**config.mk**
```make
export PLATFORM = sky130hd
export DESIGN_NAME = multi_pipe_tree_flat
export DESIGN_NICKNAME = d
export VERILOG_FILES = /design/src/rtl/multi_pipe_tree_if.sv /design/src/rtl/multi_pipe_tree.sv /design/src/flat_wrapper.sv
export SDC_FILE = /design/constraint.sdc
export NUM_CORES = 1
export LEC_CHECK = 0
export BUFFER_PORTS_ARGS = -buffer_cell sky130_fd_sc_hd__buf_2
export CAP_MARGIN = 25
export CORE_MARGIN = 2
export CORE_UTILIZATION = 25
export CTS_CLUSTER_SIZE = 16
export DETAILED_ROUTE_END_ITERATION = 8
export GPL_TIMING_DRIVEN = 1
export SLEW_MARGIN = 30
export SYNTH_ARGS = -nofsm -noshare
export SYNTH_HDL_FRONTEND = slang
export SYNTH_SLANG_ARGS = --single-unit
export TNS_END_PERCENT = 10
```
**constraint.sdc**
```tcl
create_clock -name clk -period 2.2 [get_ports clk]
set_input_delay 0.22 -clock clk [delete_from_list [all_inputs] [get_ports clk]]
set_output_delay 0.22 -clock clk [all_outputs]
set_load 0.05 [all_outputs]
```
**src/rtl/multi_pipe_tree_if.sv**
```systemverilog
// multi_pipe_tree_if
// Purpose: groups the operand/result handshake of multi_pipe_tree.
// Parameter: WIDTH - operand width (must match the multiplier's WIDTH).
// Signals:
//   in_valid, in_ready       - operand-side handshake
//   mode_signed              - two's-complement operands (sampled with the operands)
//   mul_a, mul_b [WIDTH]     - multiplicand / multiplier
//   out_valid, out_ready     - result-side handshake
//   mul_out [2*WIDTH]        - product
// Modports: master = operand source / result sink, slave = multiplier.
interface multi_pipe_tree_if #(
  parameter int WIDTH = 8
);
  logic                 in_valid;
  logic                 in_ready;
  logic                 mode_signed;
  logic [WIDTH-1:0]     mul_a;
  logic [WIDTH-1:0]     mul_b;
  logic                 out_valid;
  logic                 out_ready;
  logic [2*WIDTH-1:0]   mul_out;

  modport master (
    output in_valid, mode_signed, mul_a, mul_b, out_ready,
    input  in_ready, out_valid, mul_out
  );

  modport slave (
    input  in_valid, mode_signed, mul_a, mul_b, out_ready,
    output in_ready, out_valid, mul_out
  );
endinterface

```
**src/rtl/multi_pipe_tree.sv**
```systemverilog
// multi_pipe_tree
// Purpose: pipelined WIDTH x WIDTH multiplier. Stage 0 registers WIDTH
// partial products, then log2(WIDTH) registered adder-tree stages halve the
// row count until one row (the product) remains. Latency LAT = 1 + log2(WIDTH)
// cycles, one operation per cycle, global stall on output backpressure.
// Ports:
//   clk    - rising-edge clock
//   rst_n  - asynchronous active-low reset
//   bus    - multi_pipe_tree_if.slave (operands, handshakes, product)
// Configuration macro: MULTI_PIPE_SIGNED_EN
//   defined   - mode_signed selects two's-complement multiply per operation
//   undefined - mode_signed ignored, unsigned multiply only
module multi_pipe_tree #(
  parameter int WIDTH = 8
) (
  input logic             clk,
  input logic             rst_n,
  multi_pipe_tree_if.slave bus
);

  localparam int LOG2W = $clog2(WIDTH);
  localparam int LAT   = 1 + LOG2W;
  localparam int W2    = 2 * WIDTH;
  // Whole tree stored flat: rows 0..WIDTH-1 are the partial products, the
  // following entries are the sums of each later stage in order, and the
  // last entry is the final product. With this layout node k (k >= WIDTH)
  // is the sum of nodes 2*(k-WIDTH) and 2*(k-WIDTH)+1.
  localparam int NODES = 2 * WIDTH - 1;

  logic [W2-1:0]  node_r [NODES];
  logic [LAT-1:0] valid_r;
  logic [W2-1:0]  pp_s [WIDTH];
  logic [W2-1:0]  ext_a_s;
  logic [W2-1:0]  top_row_s;
  logic           stall_s;

`ifdef MULTI_PIPE_SIGNED_EN
  logic           signed_s;
  assign signed_s = bus.mode_signed;
`else
  logic           unused_mode_s;
  assign unused_mode_s = bus.mode_signed;
`endif

  // Whole pipeline freezes while a finished result waits for the consumer.
  assign stall_s       = valid_r[LAT-1] & ~bus.out_ready;
  assign bus.in_ready  = ~stall_s;
  assign bus.out_valid = valid_r[LAT-1];
  assign bus.mul_out   = node_r[NODES-1];

  // Partial-product generation for stage 0.
  always_comb begin
    for (int i = 0; i < WIDTH; i++) begin
      pp_s[i] = {W2{1'b0}};
    end
`ifdef MULTI_PIPE_SIGNED_EN
    ext_a_s = signed_s ? {{WIDTH{bus.mul_a[WIDTH-1]}}, bus.mul_a}
                       : {{WIDTH{1'b0}}, bus.mul_a};
`else
    ext_a_s = {{WIDTH{1'b0}}, bus.mul_a};
`endif
    for (int i = 0; i < WIDTH - 1; i++) begin
      if (bus.mul_b[i]) begin
        pp_s[i] = ext_a_s << i;
      end else begin
        pp_s[i] = {W2{1'b0}};
      end
    end
    if (bus.mul_b[WIDTH-1]) begin
      top_row_s = ext_a_s << (WIDTH - 1);
    end else begin
      top_row_s = {W2{1'b0}};
    end
`ifdef MULTI_PIPE_SIGNED_EN
    // The multiplier's MSB carries weight -2^(WIDTH-1) in signed mode.
    pp_s[WIDTH-1] = signed_s ? ({W2{1'b0}} - top_row_s) : top_row_s;
`else
    pp_s[WIDTH-1] = top_row_s;
`endif
  end

  // Stage registers and travelling valid bits; everything holds on stall.
  always_ff @(posedge clk or negedge rst_n) begin
    if (!rst_n) begin
      for (int k = 0; k < NODES; k++) begin
        node_r[k] <= {W2{1'b0}};
      end
      valid_r <= {LAT{1'b0}};
    end else if (!stall_s) begin
      for (int i = 0; i < WIDTH; i++) begin
        node_r[i] <= pp_s[i];
      end
      for (int k = WIDTH; k < NODES; k++) begin
        node_r[k] <= node_r[2*(k-WIDTH)] + node_r[2*(k-WIDTH)+1];
      end
      valid_r <= {valid_r[LAT-2:0], bus.in_valid};
    end
  end

endmodule

```
**src/flat_wrapper.sv**
```systemverilog
// flat-port wrapper written by rule: the top's interface ports become plain ports
module multi_pipe_tree_flat 
#(
  parameter int WIDTH = 8
)
  (clk, rst_n, bus_in_valid, bus_mode_signed, bus_mul_a, bus_mul_b, bus_out_ready, bus_in_ready, bus_out_valid, bus_mul_out);
  multi_pipe_tree_if #(.WIDTH(WIDTH)) bus_i ();
  input logic clk;
  input logic rst_n;
  input wire logic [$bits(bus_i.in_valid)-1:0] bus_in_valid;
  input wire logic [$bits(bus_i.mode_signed)-1:0] bus_mode_signed;
  input wire logic [$bits(bus_i.mul_a)-1:0] bus_mul_a;
  input wire logic [$bits(bus_i.mul_b)-1:0] bus_mul_b;
  input wire logic [$bits(bus_i.out_ready)-1:0] bus_out_ready;
  output wire logic [$bits(bus_i.in_ready)-1:0] bus_in_ready;
  output wire logic [$bits(bus_i.out_valid)-1:0] bus_out_valid;
  output wire logic [$bits(bus_i.mul_out)-1:0] bus_mul_out;
  assign bus_i.in_valid = bus_in_valid;
  assign bus_i.mode_signed = bus_mode_signed;
  assign bus_i.mul_a = bus_mul_a;
  assign bus_i.mul_b = bus_mul_b;
  assign bus_i.out_ready = bus_out_ready;
  assign bus_in_ready = bus_i.in_ready;
  assign bus_out_valid = bus_i.out_valid;
  assign bus_mul_out = bus_i.mul_out;
  multi_pipe_tree #(.WIDTH(WIDTH)) u_core (.clk(clk), .rst_n(rst_n), .bus(bus_i));
endmodule
```
==> results of run 1 <==
## what timing repair did
| action | CTS | global route |
|---|---|---|
| setup endpoints to repair | 0 | 11 |
| endpoints found under the hold margin | 23 | 0 |
| gates resized for setup | 0 | 16 |
| hold buffers | 1 | 0 |
| setup buffers | 0 | 1 |
## cell usage in the layout, fill, tap and decap left out, types with 7 or more instances in the layout
master       n
a211oi_1     7
a21o_1      16
a21oi_1     40
buf_2       36
clkbuf_16   17
dfrtp_1    149
ha_1        52
inv_1       16
nand2_1    247
nand3_1     67
nor2_1      35
nor3_1      17
o21a_1       8
o21ai_0     41
o21bai_1     9
o31ai_1      9
xnor2_1     18
xor2_1      18
## worst max-delay path, stage by stage, from the launching register on
cell and delay [ps]:
dfrtp_1 350, ha_2 190, inv_2 40, fa_2 350, and2b_1 190, o21a_1 150
o21ai_2 80, a2111oi_4 380, buf_4 170, o21a_1 110, o31ai_1 60
## worst min-delay path by stage
stage	endpoint	cells after the start	startpoint
after floorplan	u_core.bus.mul_out[0]$_DFFE_PN0N_	0	rst_n
after global placement	u_core.bus.mul_out[3]$_DFFE_PN0N_	1	rst_n
after detailed placement	u_core.bus.mul_out[3]$_DFFE_PN0N_	1	rst_n
after CTS	u_core.valid_r[0]$_DFFE_PN0N_	3	bus_in_valid
after global routing	u_core.valid_r[0]$_DFFE_PN0N_	3	bus_in_valid
final	u_core.valid_r[0]$_DFFE_PN0N_	3	bus_in_valid
## metal layers
layer | share of wire | vias to the layer above
li1 | - | 2950
met1 | 0.52 | 2702
met2 | 0.43 | 84
met3 | 0.039 | 16
met4 | 0.012 | 0
met5 | 0 | -
## metrics by stage
stage / util / instances / hold WS (ps) / TNS [ps] / instance area (µm²)
5_1_grt: 0.2888 / 1295 / 22.06 / -236.9 / 9041
2_1_floorplan: - / 878 / -75.59 / 0 / 7879
6_report: 0.2888 / 1295 / 20.26 / 0 / 9041
3_5_place_dp: 0.2684 / 1262 / 100.1 / 0 / 8403
4_1_cts: 0.2871 / 1294 / 22.07 / 0 / 8990
3_3_place_gp: 0.2684 / 1262 / 102.2 / 0 / 8403
## registers in the layout (all words and copies together) (netlist names)
signal              cells
u_core.node_r         129
u_core.valid_r          4
u_core.bus.mul_out     16
## final cells by class
class / instances / area share
Clock buffer: 23 / 0.05286
Clock inverter: 8 / 0.01093
Inverter: 18 / 0.007750
Multi-Input combinational cell: 646 / 0.4221
Sequential cell: 149 / 0.4124
Tap cell: 402 / 0.05563
Timing Repair Buffer: 49 / 0.03833
## logic make-up after synthesis
kind of cell               count (synthesis)  synth area share
and+or+nand+nor                          389            0.2082
AOI/OAI and AO/OA                        159            0.1251
DFF                                      149            0.4732
buffers and inverters                     83           0.04891
adders and majority gates                 60            0.1020
xor gates and xnor gates                  36           0.04002
muxes                                      2          0.002541
## power by group through the flow
stage	clock network, mW	logic, mW	registers (mW)
2_1_floorplan	0	4.52	4.22
3_3_place_gp	0	5.42	4.33
3_5_place_dp	0	5.51	4.37
4_1_cts	2.93	5.56	4.32
5_1_grt	3.07	6.39	4.45
6_report	2.87	5.61	4.31
==> reports/metrics.yaml, run 1 <==
run_status:
  status: "finished, final reports clean"
layout:
  nFillCells: 3265
  nets: 962
  multiInputGateArea_mm2: 0.003816
  area_delta_synth_final_pct: 14.75
  seq_area_mm2: 0.003729
  diodes: 0
  post_route_cells_drive_above_1_share: 0.1053
pwr:
  internal_power_mw: 7.665
  pwr-share-seq: 0.337
  p_clk_frac: 0.224
  swShare: 0.4008
  ir_drop_mv: 0.6810
  pwr-share-comb: 0.439
  p_switching_mw: 5.126
  power_mw: 12.79
  p_leak_nw: 4.492
  p_per_area_mw_per_mm2: 1415
setup_path:
  setup.worst_path.start: "u_core.node_r[82]$_DFFE_PN0N_"
  cp_max_fo: 2
  start_kind: "register"
  r2r_cells: 10
  worst-setup-path-type: "reg2reg"
  cp-end-kind: "register"
  worst_ep_required_time_ps: 2500
  cp.arrival_ps: 2500
  r2r_start: "u_core.node_r[82]$_DFFE_PN0N_"
  worst_r2r_endpoint: "u_core.node_r[42]$_DFFE_PN0N_"
  r2r_slack_ps: 3
  endpoint: "u_core.node_r[42]$_DFFE_PN0N_"
detailed_routing:
  drt_wl_total_um: 16860
  drt_first_pass_iters: 4
  wl_per_cell_um: 13.02
  vias: 5752
  drc: 0
  drtIter0Drc: 318
  vias_per_cell: 4.442
  antenna_left: 0
timing:
  finalHoldViolations: 0
  maxSlewHeadroom: 0.6694
  finalCritPeriodShare: 0.9986
  worst_slack_ps: 3.104
  max_freq_mhz: 455.2
  finalSetupViolations: 0
  clock_skew_ps: 4.853
  maxSlewViolCount: 0
  tightest_slew_ps: 495.9
  period_minus_slack_ps: 2197
  rsz0062_at_grt: "yes"
yosys:
  synth_most_common_cell: "nand2_1"
  synth_warnings: 0
  yosys-top-cells-area: "dfrtp_1 47%, nand2_1 12%, ha_1 8.4%, nand3_1 4.3%, o21ai_0 2.9%"
  ys.flop_type: "dfrtp_1"
  synthCells: 878
  ys_seq_area_frac: 0.4732
  synth_nets: 959
  ys_ff_latch: 149
  synth_area_leader_cell: "dfrtp_1"
  synthesis.area_mm2: 0.007879
  synth_commonest_cells: "247 x nand2_1, 149 x dfrtp_1, 67 x nand3_1"
  async_flop_share: 1.000
  ys_types: 43
  syn_area_per_cell_um2: 8.974
  synth-edff-count: 0
  synth_top_area_share: 0.4732
global_route:
  grtUsageMet1: 0.1541
  use_met3: 0.02667
  grt_pass1_vias: 5851
  grt_first_pass_wirelength_um: 29330
  use_met2: 0.1648
  antenna_found_initial: 0
  grt_use_total: 0.1095
  overflow: 0
  top_usage_layer: "met2"
  grt_max_degree: 89
placement:
  io_buffers: 37
  dp_hpwl_um: 11620
  gp_congestion: 0.7473
  dp_slack_ps: 25.19
die:
  start_util: 0.2516
  coreArea_mm2: 0.03131
  die_x_um: 181.5
  dieArea_mm2: 0.03295
  fp-row-count: 65
  ios: 39
  die_y_um: 181.5
cts:
  tritoncts: "yes"
  clock-sinks: 149
  ctsLongestPathBuffers: 2
  root_buffer: "clkbuf_16"
  clk_latency_ps: 420
  numCtsBuffers: 17
  clk_pin_slew_ps: 60
  htreeDepth: 4
run:
  drv_cap: 0
min_path:
  hp-class: "in2reg"
(Power assumes the default switching activity.)
==> run 2: changes to the inputs <==
--- a/config.mk
+++ b/config.mk
@@ -12,6 +12,7 @@
 export CTS_CLUSTER_SIZE = 16
 export DETAILED_ROUTE_END_ITERATION = 8
 export GPL_TIMING_DRIVEN = 1
+export PLACE_DENSITY = 0.44
 export SLEW_MARGIN = 30
 export SYNTH_ARGS = -nofsm -noshare
 export SYNTH_HDL_FRONTEND = slang
==> constraint.sdc (replaced) <==
create_clock -name clk -period 1.8 [get_ports clk]
set_input_delay 0.18 -clock clk [delete_from_list [all_inputs] [get_ports clk]]
set_output_delay 0.18 -clock clk [all_outputs]
set_load 0.05 [all_outputs]
==> run 2 against run 1 <==
  * The run now ends with setup timing left
  * Via count rose by 1.9%
  * Sequential share of layout area fell by 2.8 points
  * Hold slack improved by 45 ps
  * Non-clock buffer count rose by 59
  * Global-route usage rose by 1.2 points
  * Largest power group unchanged
  * Largest cell class unchanged
  * Maximum frequency rose by 7.7%
  * First-iteration DRC count fell by 6.3%
  * Power rose by 34%
  * Critical endpoint unchanged
==> reports/metrics.yaml, run 2 (synthesized netlist as in run 1, its figures left out) <==
run_status:
  status: "finished, violations left"  # was finished, final reports clean
  violations: "setup timing"
cts:
  root_buffer: "clkbuf_16"  # unchanged
  tritoncts: "yes"  # unchanged
  clk_pin_slew_ps: 70  # was 60 ps
  ctsLongestPathBuffers: 2  # unchanged
  clk_latency_ps: 430  # was 420 ps
  clock-sinks: 149  # unchanged
  htreeDepth: 4  # unchanged
  numCtsBuffers: 17  # unchanged
setup_path:
  critPathSlowestCell: "a2111oi_4"  # unchanged
  cp_max_fo: 3  # was 2
  cp-end-kind: "register"  # unchanged
  timing.critical_path.cells: "ha_2 -> inv_2 -> fa_2 -> and2b_1 -> o21a_1 -> o21ai_2 -> a2111oi_4 -> nor3_2 -> o31ai_1"  # was ha_2 -> inv_2 -> fa_2 -> and2b_1 -> o21a_1 -> o21ai_2 -> a2111oi_4 -> buf_4 -> o21a_1 -> o31ai_1
  start_kind: "register"  # unchanged
  worst-setup-path-type: "reg2reg"  # unchanged
  cp.arrival_ps: 2360  # was 2500 ps
  r2r_slack_ps: -240  # was 3 ps
  worst_ep_required_time_ps: 2120  # was 2500 ps
  cpPeakStageDelay_ps: 360  # was 380 ps
layout:
  nets: 1021  # was 962
  post_route_cells_drive_above_1_share: 0.2057  # was 0.1053
  final_common_cell: "nand2_1"  # unchanged
  post-route-util: 0.3097  # was 0.2888
  final_cell_mix: "247 x nand2_1, 149 x dfrtp_1, 67 x nand3_1, 63 x buf_4, 44 x ha_1"  # was 247 x nand2_1, 149 x dfrtp_1, 67 x nand3_1, 52 x ha_1, 41 x o21ai_0
  largest_reg_flops: 129  # unchanged
  top_register: "u_core.node_r"  # unchanged
  area_delta_synth_final_pct: 23.07  # was 14.75%
  nFillCells: 3347  # was 3265
  finalInstanceArea_mm2: 0.009697  # was 0.009041 mm²
  seq_area_mm2: 0.003729  # unchanged
  finalNonFillerCells: 1355  # was 1295
  diodes: 0  # unchanged
  multiInputGateArea_mm2: 0.003996  # was 0.003816 mm²
detailed_routing:
  drt_first_pass_iters: 6  # was 4
  wl_per_cell_um: 13.89  # was 13.02 µm
  drtIter0Drc: 298  # was 318
  drc: 0  # unchanged
  vias_per_cell: 4.327  # was 4.442
  vias: 5863  # was 5752
  drt_wl_total_um: 18830  # was 16860 µm
  antenna_left: 0  # unchanged
global_route:
  use_met2: 0.1841  # was 0.1648
  overflow: 0  # unchanged
  grt_first_pass_wirelength_um: 32070  # was 29330 µm
  grt_max_degree: 64  # was 89
  grt_pass1_vias: 5971  # was 5851
  antenna_found_initial: 0  # unchanged
  grt_use_total: 0.1218  # was 0.1095
  use_met3: 0.02788  # was 0.02667
  top_usage_layer: "met2"  # unchanged
  grtUsageMet1: 0.1761  # was 0.1541
placement:
  gp_congestion: 0.7475  # was 0.7473
  placed_cells_incl_taps: 1318  # was 1262
  dpl-instance-area_mm2: 0.008841  # was 0.008403 mm²
  dp_hpwl_um: 13470  # was 11620 µm
  io_buffers: 37  # unchanged
  dp_slack_ps: -310.0  # was 25.19 ps
pwr:
  ir_drop_mv: 0.6813  # was 0.6810 mV
  p_leak_nw: 4.798  # was 4.492 nW
  p_per_area_mw_per_mm2: 1764  # was 1415 mW/mm²
timing:
  finalHoldViolations: 0  # unchanged
  period_minus_slack_ps: 2041  # was 2197 ps
  worst_slack_ps: -240.8  # was 3.104 ps
  maxSlewHeadroom: 0.6614  # was 0.6694
  tightest_slew_ps: 507.9  # was 495.9 ps
  rsz0062_at_grt: "yes"  # unchanged
  max_freq_mhz: 490.0  # was 455.2 MHz
  clock_skew_ps: 14.09  # was 4.853 ps
  finalCritPeriodShare: 1.134  # was 0.9986
  maxSlewViolCount: 0  # unchanged
  finalSetupViolations: 22  # was 0
die:
  start_util: 0.2516  # unchanged
  die_x_um: 181.5  # unchanged
  ios: 39  # unchanged
  coreArea_mm2: 0.03131  # unchanged
  fp-row-count: 65  # unchanged
  dieArea_mm2: 0.03295  # unchanged
  die_y_um: 181.5  # unchanged
run:
  drv_cap: 0  # unchanged
min_path:
  hp-class: "in2reg"  # unchanged
-- run 2: cell count changes in the layout (fill, tap and decap cells not counted), sizes merged --
cell	before	now
buf	48	106
inv	19	28
clkbuf	23	18
bufinv	2	1
clkinv	3	2
clkinvlp	2	1
dlygate4sd3	1	2
-- run 2: layer usage --
metal  routed length (µm)  vias to the layer above
li1                     -                     3070
met1                 9921                     2705
met2                 8136                       80
met3                  632                        8
met4                  135                        0
met5                    0                        -
-- run 2: layout make-up --
type	instances	share of cell area
clock buffers	18	0.04529
clock inverters	14	0.01574
inverters	18	0.007484
multi-input cells	646	0.4121
flip-flops and latches	149	0.3845
well taps	402	0.05187
repair buffers	108	0.08297
-- run 2: what timing repair did --
action,in CTS,in global routing
buffers inserted,1,2
endpoints found under the hold margin,46,0
hold buffers,2,0
setup endpoints to repair,39,39
pin swaps,35,10
gates resized for setup,50,16
-- run 2: worst max-delay path: cells and delay by family (launching register included) --
kind                     cells  cell delay [ps]
flip-flops                   1              350
AND/OR/NAND/NOR              2              260
adder cells (fa/ha/maj)      2              520
buffers and inverters        1               40
AO/OA/AOI/OAI                4              780
-- run 2: worst paths after layout --
check                                               from                             end  cells past startpoint
min                                         bus_mul_b[0]  u_core.node_r[229]$_DFFE_PN0N_                      3
max                        u_core.node_r[82]$_DFFE_PN0N_   u_core.node_r[42]$_DFFE_PN0N_                      9
min in group asynchronous                          rst_n  u_core.node_r[224]$_DFFE_PN0N_                      2
max in group asynchronous                          rst_n   u_core.node_r[38]$_DFFE_PN0N_                      3
max reg2reg                u_core.node_r[82]$_DFFE_PN0N_   u_core.node_r[42]$_DFFE_PN0N_                      9
min reg2reg                u_core.valid_r[2]$_DFFE_PN0N_   u_core.valid_r[3]$_DFFE_PN0N_                      1
-- run 2: power by group --
part           switching, mW  internal, mW  leakage, nW
Sequential             0.816          4.53         1.88
Combinational           4.56          3.60         2.63
Clock                   1.59          2.01        0.291
-- run 2: metrics by stage --
step	TNS (ps)	hold WS (ps)	total power, mW
5_1_grt	-5781	52.54	18.61
2_1_floorplan	-3277	-115.6	10.69
4_1_cts	-2350	40.01	17.19
6_report	-1948	65.44	17.10
3_3_place_gp	-5404	162.3	13.01
3_5_place_dp	-5977	164.2	13.07
